## config.mk

```make
export PLATFORM = sky130hd
export DESIGN_NAME = hourglass_ctrl
export DESIGN_NICKNAME = d
export VERILOG_FILES = /design/src/rtl/hourglass_ctrl.sv
export SDC_FILE = /design/constraint.sdc
export NUM_CORES = 1
export LEC_CHECK = 0
export CORE_MARGIN = 1
export CORE_UTILIZATION = 26
export DETAILED_ROUTE_END_ITERATION = 16
export PLACE_DENSITY = 0.56
export SYNTH_ARGS = -nofsm -noshare
export SYNTH_HDL_FRONTEND = slang
export SYNTH_SLANG_ARGS = --single-unit
```

## constraint.sdc

```tcl
create_clock -name clk -period 2.5 [get_ports clk]
set_input_delay 0.375 -clock clk [delete_from_list [all_inputs] [get_ports clk]]
set_output_delay 0.375 -clock clk [all_outputs]
set_load 0.02 [all_outputs]
```

## src/rtl/hourglass_ctrl.sv

```systemverilog
// Countdown controller for the electronic hourglass: preset, run, pause, expiry, alarm.
// Ports: clk, rst, tick, key_start/up/down/clr in; preset, remain, running, done, beep out.
// Optional HOURGLASS_FLIP_EN adds the key_up "turn the hourglass over" action.
module hourglass_ctrl #(
  parameter int TIME_W     = 7,
  parameter int MAX_SEC    = 99,
  parameter int DEF_SEC    = 30,
  parameter int BEEP_TICKS = 3
) (
  input  logic              clk,
  input  logic              rst,
  input  logic              tick,
  input  logic              key_start,
  input  logic              key_up,
  input  logic              key_down,
  input  logic              key_clr,
  output logic [TIME_W-1:0] preset,
  output logic [TIME_W-1:0] remain,
  output logic              running,
  output logic              done,
  output logic              beep
);

  typedef enum logic [1:0] {IDLE, RUN, PAUSE, DONE} state_t;

  localparam logic [TIME_W-1:0] MAX_V = TIME_W'(MAX_SEC);
  localparam logic [TIME_W-1:0] DEF_V = TIME_W'(DEF_SEC);
  localparam logic [TIME_W-1:0] ONE   = TIME_W'(1);
  localparam logic [3:0]        BT    = 4'(BEEP_TICKS);

  state_t            state, state_n;
  logic [TIME_W-1:0] preset_n, remain_n;
  logic [3:0]        cnt, cnt_n;
  logic              beep_n;
  logic              adj_up, adj_dn;

  // Simultaneous up and down cancel each other.
  assign adj_up = key_up & ~key_down;
  assign adj_dn = key_down & ~key_up;

`ifdef HOURGLASS_FLIP_EN
  logic [TIME_W-1:0] flip_val;
  assign flip_val = preset - remain;
`endif

  always_comb begin
    state_n  = state;
    preset_n = preset;
    remain_n = remain;
    cnt_n    = cnt;
    beep_n   = beep;
    if (key_clr) begin
      state_n  = IDLE;
      remain_n = preset;
      beep_n   = 1'b0;
      cnt_n    = '0;
    end else begin
      unique case (state)
        IDLE: begin
          if (key_start) begin
            if (preset != '0) state_n = RUN;
          end else if (adj_up) begin
            preset_n = (preset == MAX_V) ? '0 : preset + ONE;
            remain_n = preset_n;
          end else if (adj_dn) begin
            preset_n = (preset == '0) ? MAX_V : preset - ONE;
            remain_n = preset_n;
          end
        end
        RUN: begin
          if (key_start) begin
            state_n = PAUSE;
`ifdef HOURGLASS_FLIP_EN
          end else if (adj_up) begin
            remain_n = flip_val;
            if (flip_val == '0) begin
              state_n = DONE;
              beep_n  = 1'b1;
              cnt_n   = '0;
            end
`endif
          end else if (tick) begin
            // remain <= 1 also guards against ever wrapping below zero.
            if (remain <= ONE) begin
              remain_n = '0;
              state_n  = DONE;
              beep_n   = 1'b1;
              cnt_n    = '0;
            end else begin
              remain_n = remain - ONE;
            end
          end
        end
        PAUSE: begin
          if (key_start) begin
            state_n = RUN;
`ifdef HOURGLASS_FLIP_EN
          end else if (adj_up) begin
            remain_n = flip_val;
            if (flip_val == '0) begin
              state_n = DONE;
              beep_n  = 1'b1;
              cnt_n   = '0;
            end
`endif
          end
        end
        DONE: begin
          if (key_start) begin
            state_n  = RUN;
            remain_n = preset;
            beep_n   = 1'b0;
            cnt_n    = '0;
          end else if (tick && cnt < BT) begin
            // Counter saturates at BEEP_TICKS so beep stays low afterwards.
            cnt_n = cnt + 4'd1;
            if (cnt_n == BT) beep_n = 1'b0;
          end
        end
      endcase
    end
  end

  always_ff @(posedge clk) begin
    if (rst) begin
      state   <= IDLE;
      preset  <= DEF_V;
      remain  <= DEF_V;
      cnt     <= '0;
      beep    <= 1'b0;
      running <= 1'b0;
      done    <= 1'b0;
    end else begin
      state   <= state_n;
      preset  <= preset_n;
      remain  <= remain_n;
      cnt     <= cnt_n;
      beep    <= beep_n;
      running <= (state_n == RUN);
      done    <= (state_n == DONE);
    end
  end

endmodule

```

==> out/metrics.yaml, run 1 <==
outcome:
  outcome: "complete, no violations"
placement:
  gp_congestion: 0.794
  hpwlAfterDp_mm: 3.63
  dp_cells: 319
  port_buffers: 23
worst_setup_path:
  ff2ff_path_depth: 6
  critPathKind: "in -> reg"
  path_cells: "clkdlybuf4s50_1, inv_1, ha_1, and3_1, o211a_1, a211oi_1, o221ai_1, a221o_1"
  cp.arrival_ns: 2.39
  crit_family: "compound AO/OA/AOI/OAI gates"
  path_buf_inv: 2
  crit_path_start_kind: "primary input"
  r2r_slack_ns: 0.34
  slowest_stage: "clkdlybuf4s50_1"
  end_kind: "flop"
  required_ns: 2.67
  crit_path_max_fanout: 6
  regToRegStartpoint: "remain[2]"
  critical_path.max_stage_delay_ns: 0.48
  reg2reg_to: "remain[2]"
worst_hold_path:
  hp-start: "beep"
  whs_path_depth: 2
  hold_class: "reg -> reg"
  hold_end: "beep"
clock_tree:
  clock-sinks: 23
  htreeDepth: 1
  clockRootBuffer: "clkbuf_8"
  cts_buffer_depth: 2
  cts.clk_slew.worst_paths_ns: 0.09
  cts_tree: "done"
  postCtsResizedCells: 0
  postCtsSetupRepairBufs: 0
  cts_hold_buf: 0
  insertion_delay_ns: 0.27
  numCtsBuffers: 3
layout:
  drive_gt1_share_pct: 13.0
  nNetsFinal: 262
  final_cell_mix: "23 x dfxtp_1, 23 x clkdlybuf4s50_1, 18 x inv_1, 18 x buf_4, 15 x a21oi_1"
  area_growth_pct: 26.6
  instances_no_fill: 323
  fillCellCount: 703
  fin_util_pct: 34.0
  antenna_cells: 0
timing:
  max_freq_mhz: 450
  finalSetupViolations: 0
  fin_setup_tns_ns: 0
  drv_slew: 0
  maxSlewHeadroom_pct: 63.6
  hold_viol: 0
  finalCritPeriodShare_pct: 88.9
  grt_setup_unrepaired: "false"
  fin_skew_ns: 0.00475
  tightest_slew_ns: 0.545
  period_needed_ns: 2.22
logic_synthesis:
  syn_area_mm2: 0.00170
  synth_fa_ha_area_share_pct: 5.90
  syn-mean-instance-area_um2: 7.85
  yosys.area_share.simple_pct: 25.4
  synth_top_area_cell: "dfxtp_1"
  synth.net_count: 231
  synth.top_cell.area_share_pct: 27.2
  ys_ff_latch: 23
  synth_xor_area_share_pct: 2.58
  ys_seq_area_share_pct: 27.2
  async_reset_ff_share_pct: 0
  yosys-top-cells-area: "dfxtp_1 27%, ha_1 5.9%, a21oi_1 4.4%"
  ys.warnings.count: 0
  yosys_most_used_dff: "dfxtp_1"
  synth.distinct_cells: 54
  muxShareOfSynthArea_pct: 0
  synth_compound_area_share_pct: 31.5
  synth_edf_count: 0
  synth_top_family_by_area: "compound AO/OA/AOI/OAI gates"
  netlist_instances: 216
floorplan:
  coreArea_mm2: 0.00631
  die_h_um: 82.8
  io_pins: 24
  die_area_mm2: 0.00685
  initial_core_util_pct: 26.9
  rows: 29
  chipWidth_um: 82.8
power_and_ir_drop:
  ir_drop_v: 0.000195
  comb_power_share_pct: 25.6
  sequentialPowerShare_pct: 46.4
  powerDensity_mw_per_mm2: 414
  p_total_w: 0.000889
  power.switching_w: 0.000286
  leakagePower_nw: 0.831
  p_sw_share_pct: 32.2
  p_int_w: 0.000603
  clockPowerShare_pct: 28.0
routing:
  wl_per_cell_um: 14.7
  vias_per_cell: 5.25
  drtPass1Iterations: 4
  drc: 0
  drt_iter0_drc: 95
  antenna_left: 0
  dr_total_vias: 1696
  drt-total-wl_mm: 4.75
flow_run:
  drv_cap: 0
global_route:
  grt_usage_pct: 15.5
  grt_first_pass_wirelength_mm: 8.15
  grt_pass1_vias: 1673
  grt_max_degree: 19
  antenna_found_initial: 0
  overflow: 0
## power groups by stage
stage	Sequential (W)	Combinational [W]	Clock, W
global placement	0.000421	0.000226	0
detailed placement	0.000421	0.000227	0
CTS	0.000412	0.000228	0.000257
floorplan	0.000430	0.000121	0
global route	0.000418	0.000248	0.000275
finish	0.000412	0.000228	0.000249
## area by class of cell
type | instances | area, um2 | share of cell area, %
well taps | 77 | 96.3 | 4.49
inverters | 18 | 67.6 | 3.15
multi-input cells | 160 | 1110 | 51.6
flip-flops and latches | 23 | 460 | 21.4
clock inverters | 1 | 7.51 | 0.350
clock buffers | 3 | 41.3 | 1.92
repair buffers | 41 | 365 | 17.0
## worst max-delay path by stage
stage                    from        end  slack [ns]  depth (start not counted)
floorplan           preset[0]  remain[3]        0.13                          8
global placement     key_down  remain[2]        0.02                          8
detailed placement   key_down  remain[5]      -0.004                          8
CTS                  key_down  remain[3]        0.29                          8
global route         key_down  remain[5]        0.19                          8
finish               key_down  remain[3]        0.28                          8
## worst reg2reg max path: stages (launching register included)
cell,delay [ns]
dfxtp_1,0.39
or4_4,0.61
o31ai_1,0.27
buf_4,0.18
nand2b_1,0.11
o311ai_0,0.13
a221o_2,0.37
## stage by stage
stage	area, um2	hold WS [ns]	setup WS (ns)
6_report	2150	0.483	0.278
5_1_grt	2150	0.516	0.186
4_1_cts	2150	0.489	0.286
3_3_place_gp	2100	0.465	0.0201
2_1_floorplan	1700	0.465	0.131
3_5_place_dp	2100	0.474	-0.00353
## synth_stat cells, drive strengths merged, types with 2 or more instances
| cell | count |
|---|---|
| nand2 | 9 |
| a211o | 3 |
| a21oi | 15 |
| o211a | 2 |
| o31ai | 7 |
| and2 | 4 |
| nor4 | 2 |
| o221ai | 2 |
| a311oi | 2 |
| nor2 | 14 |
| o2111a | 2 |
| nand3 | 5 |
| a31oi | 2 |
| nor2b | 3 |
| inv | 18 |
| o21ai | 12 |
| or4 | 6 |
| or3 | 3 |
| xor2 | 4 |
| or2 | 2 |
| a211oi | 2 |
| a221o | 4 |
| ha | 8 |
| buf | 2 |
| clkbuf | 13 |
| dfxtp | 23 |
| o211ai | 5 |
| nand4 | 5 |
| and3 | 4 |
| nand2b | 3 |
| o21a | 2 |
| nor3 | 11 |
## flip-flops by register name, summed over array words and instances, names as in the netlist
name and cells:
preset 7, remain 7, cnt 4, state 2, beep 1, done 1
running 1
## logic make-up after synthesis
family | after synthesis
simple gates | 76
flops | 23
xor+xnor | 5
fa+ha+maj | 8
buf+inv | 33
compound gates | 71
## per-layer routing
metal | vias up | GRT usage (%) | part of all wire, %
li1 | 868 | - | -
met1 | 776 | 21.1 | 50
met2 | 47 | 24.6 | 43
met3 | 5 | 2.75 | 5.1
met4 | 0 | 5.17 | 1.2
met5 | - | 0 | 0
(Power assumes the default switching activity.)
==> run 2, diff against run 1 <==
--- a/config.mk
+++ b/config.mk
@@ -5,6 +5,7 @@
 export SDC_FILE = /design/constraint.sdc
 export NUM_CORES = 1
 export LEC_CHECK = 0
+export CORE_ASPECT_RATIO = 0.75
 export CORE_MARGIN = 1
 export CORE_UTILIZATION = 26
 export DETAILED_ROUTE_END_ITERATION = 16
==> run 2 against run 1 <==
  * Clock skew down 0.0025 ns
  * Design area is 1.5% higher
  * Worst setup slack worse by 0.10 ns
  * Utilization increased by 0.64 points
  * Combinational power is 3% higher
  * Via count grew 5.0%
  * Clock power down 2%
  * Die area about the same
  * Flip-flop and latch count unchanged
  * Critical endpoint unchanged
  * Highest routed layer unchanged
==> out/metrics.yaml, run 2 (same netlist as run 1, synthesis figures left out) <==
outcome:
  outcome: "complete, no violations"
power_and_ir_drop:
  powerDensity_mw_per_mm2: 409
  comb_power_share_pct: 26.3
  ir_drop_v: 0.000160
  p_sw_share_pct: 31.7
  clockPowerShare_pct: 27.4
  sequentialPowerShare_pct: 46.3
  p_int_w: 0.000608
  power.switching_w: 0.000283
  leakagePower_nw: 0.850
worst_hold_path:
  hp-start: "cnt[1]"
  whs_path_depth: 2
  hold_class: "reg -> reg"
  hold_end: "cnt[1]"
routing:
  met1Wirelength_mm: 2.66
  top_layer: "met4"
  wl_per_cell_um: 14.8
  drc: 0
  vias_per_cell: 5.38
  drtPass1Iterations: 5
  drt_iter0_drc: 131
  drt-total-wl_mm: 4.89
  dr_total_vias: 1781
  wl_met2_mm: 1.88
  dr_wl_met3_um: 315
  antenna_left: 0
layout:
  area_growth_pct: 28.5
  top_regs: "preset x7, remain x7, cnt x4"
  final_cell_mix: "23 x dfxtp_1, 23 x clkdlybuf4s50_1, 22 x buf_4"
  drive_gt1_share_pct: 14.0
  final_area_mm2: 0.00218
  nNetsFinal: 266
  instances_no_fill: 331
  fillCellCount: 660
  fin_util_pct: 34.6
  antenna_cells: 0
worst_setup_path:
  regToRegStartpoint: "remain[2]"
  crit_path_start_kind: "primary input"
  end_kind: "flop"
  critPathKind: "in -> reg"
  r2r_slack_ns: 0.33
  ff2ff_path_depth: 5
  cp.arrival_ns: 2.49
  path_cells: "clkdlybuf4s50_1, inv_1, ha_1, and3_1, o211a_1, a211oi_1, o221ai_1, a221o_1"
  path_buf_inv: 2
  slowest_stage: "clkdlybuf4s50_1"
  crit_path_max_fanout: 10
  required_ns: 2.67
  crit_family: "compound AO/OA/AOI/OAI gates"
  critical_path.max_stage_delay_ns: 0.47
  reg2reg_to: "cnt[1]"
timing:
  drv_slew: 0
  grt_setup_unrepaired: "false"
  finalSetupViolations: 0
  max_freq_mhz: 430
  finalCritPeriodShare_pct: 93.0
  fin_skew_ns: 0.00224
  period_needed_ns: 2.33
  maxSlewHeadroom_pct: 61.6
  hold_viol: 0
  tightest_slew_ns: 0.576
floorplan:
  io_pins: 24
  chipWidth_um: 95.2
  rows: 25
  coreArea_mm2: 0.00629
  die_area_mm2: 0.00685
  initial_core_util_pct: 27.0
  die_h_um: 71.9
clock_tree:
  clock-sinks: 23
  numCtsBuffers: 3
  cts.clk_slew.worst_paths_ns: 0.09
  cts_hold_buf: 0
  cts_buffer_depth: 2
  insertion_delay_ns: 0.27
  cts_tree: "done"
  htreeDepth: 1
  clockRootBuffer: "clkbuf_8"
placement:
  dp_cells: 327
  place_area_mm2: 0.00213
  hpwlAfterDp_mm: 3.70
  port_buffers: 23
  gp_congestion: 0.799
global_route:
  grt_pass1_vias: 1525
  grt_usage_pct: 15.0
  overflow: 0
  antenna_found_initial: 0
  grt_first_pass_wirelength_mm: 8.09
  grt_max_degree: 19
flow_run:
  drv_cap: 0
[run 2: cell types whose count changed in the layout (fill, tap and decap cells not counted)]
cell | before | now
buf_4 | 18 | 22
clkbuf_1 | 0 | 1
clkinvlp_4 | 1 | 0
o21ai_0 | 12 | 11
o21ai_1 | 0 | 1
[run 2: repair_timing]
action | CTS | global route
setup endpoints to repair | 0 | 1
resized for setup | 0 | 1
setup buffers | 0 | 0
[run 2: per-layer routing]
metal | vias up | GRT usage (%)
met3 | 4 | 2.83
met2 | 67 | 19.6
li1 | 878 | -
met1 | 832 | 24.6
met4 | 0 | 3.03
met5 | - | 0
[run 2: worst register-to-register path, cell delays in order (launching register included)]
cell,delay (ns)
dfxtp_1,0.39
or4_4,0.60
o41ai_4,0.34
o211ai_2,0.21
or4_1,0.43
a21oi_1,0.15
[run 2: layout make-up]
type                    count  area, um2  area share, %
flip-flops and latches     23        460           21.1
well taps                  81        101           4.65
repair buffers             45        395           18.2
inverters                  18       67.6           3.10
clock buffers               4       45.0           2.07
multi-input cells         160       1110           50.9
[run 2: worst max path at each step]
stage	startpoint	endpoint	slack, ns	cells after the start
finish	key_down	remain[3]	0.17	8
detailed placement	key_down	remain[5]	-0.12	8
CTS	key_down	remain[5]	0.16	8
global placement	key_down	remain[5]	-0.12	8
global route	key_down	remain[3]	0.02	8
floorplan	preset[0]	remain[3]	0.13	8
[run 2: metrics by stage]
step / setup WS (ns) / TNS, ns / total power (W) / hold WS, ns
2_1_floorplan: 0.131 / 0 / 0.000551 / 0.465
3_3_place_gp: -0.116 / -0.254 / 0.000652 / 0.483
3_5_place_dp: -0.122 / -0.267 / 0.000653 / 0.491
4_1_cts: 0.164 / 0 / 0.000896 / 0.504
5_1_grt: 0.0236 / 0 / 0.000936 / 0.535
6_report: 0.174 / 0 / 0.000890 / 0.498
[run 2: power by group through the flow]
stage	sequential [W]	clock, W	combinational [W]
2_1_floorplan	0.000430	0	0.000121
3_3_place_gp	0.000420	0	0.000232
3_5_place_dp	0.000420	0	0.000232
4_1_cts	0.000412	0.000251	0.000233
5_1_grt	0.000416	0.000266	0.000255
6_report	0.000412	0.000244	0.000234
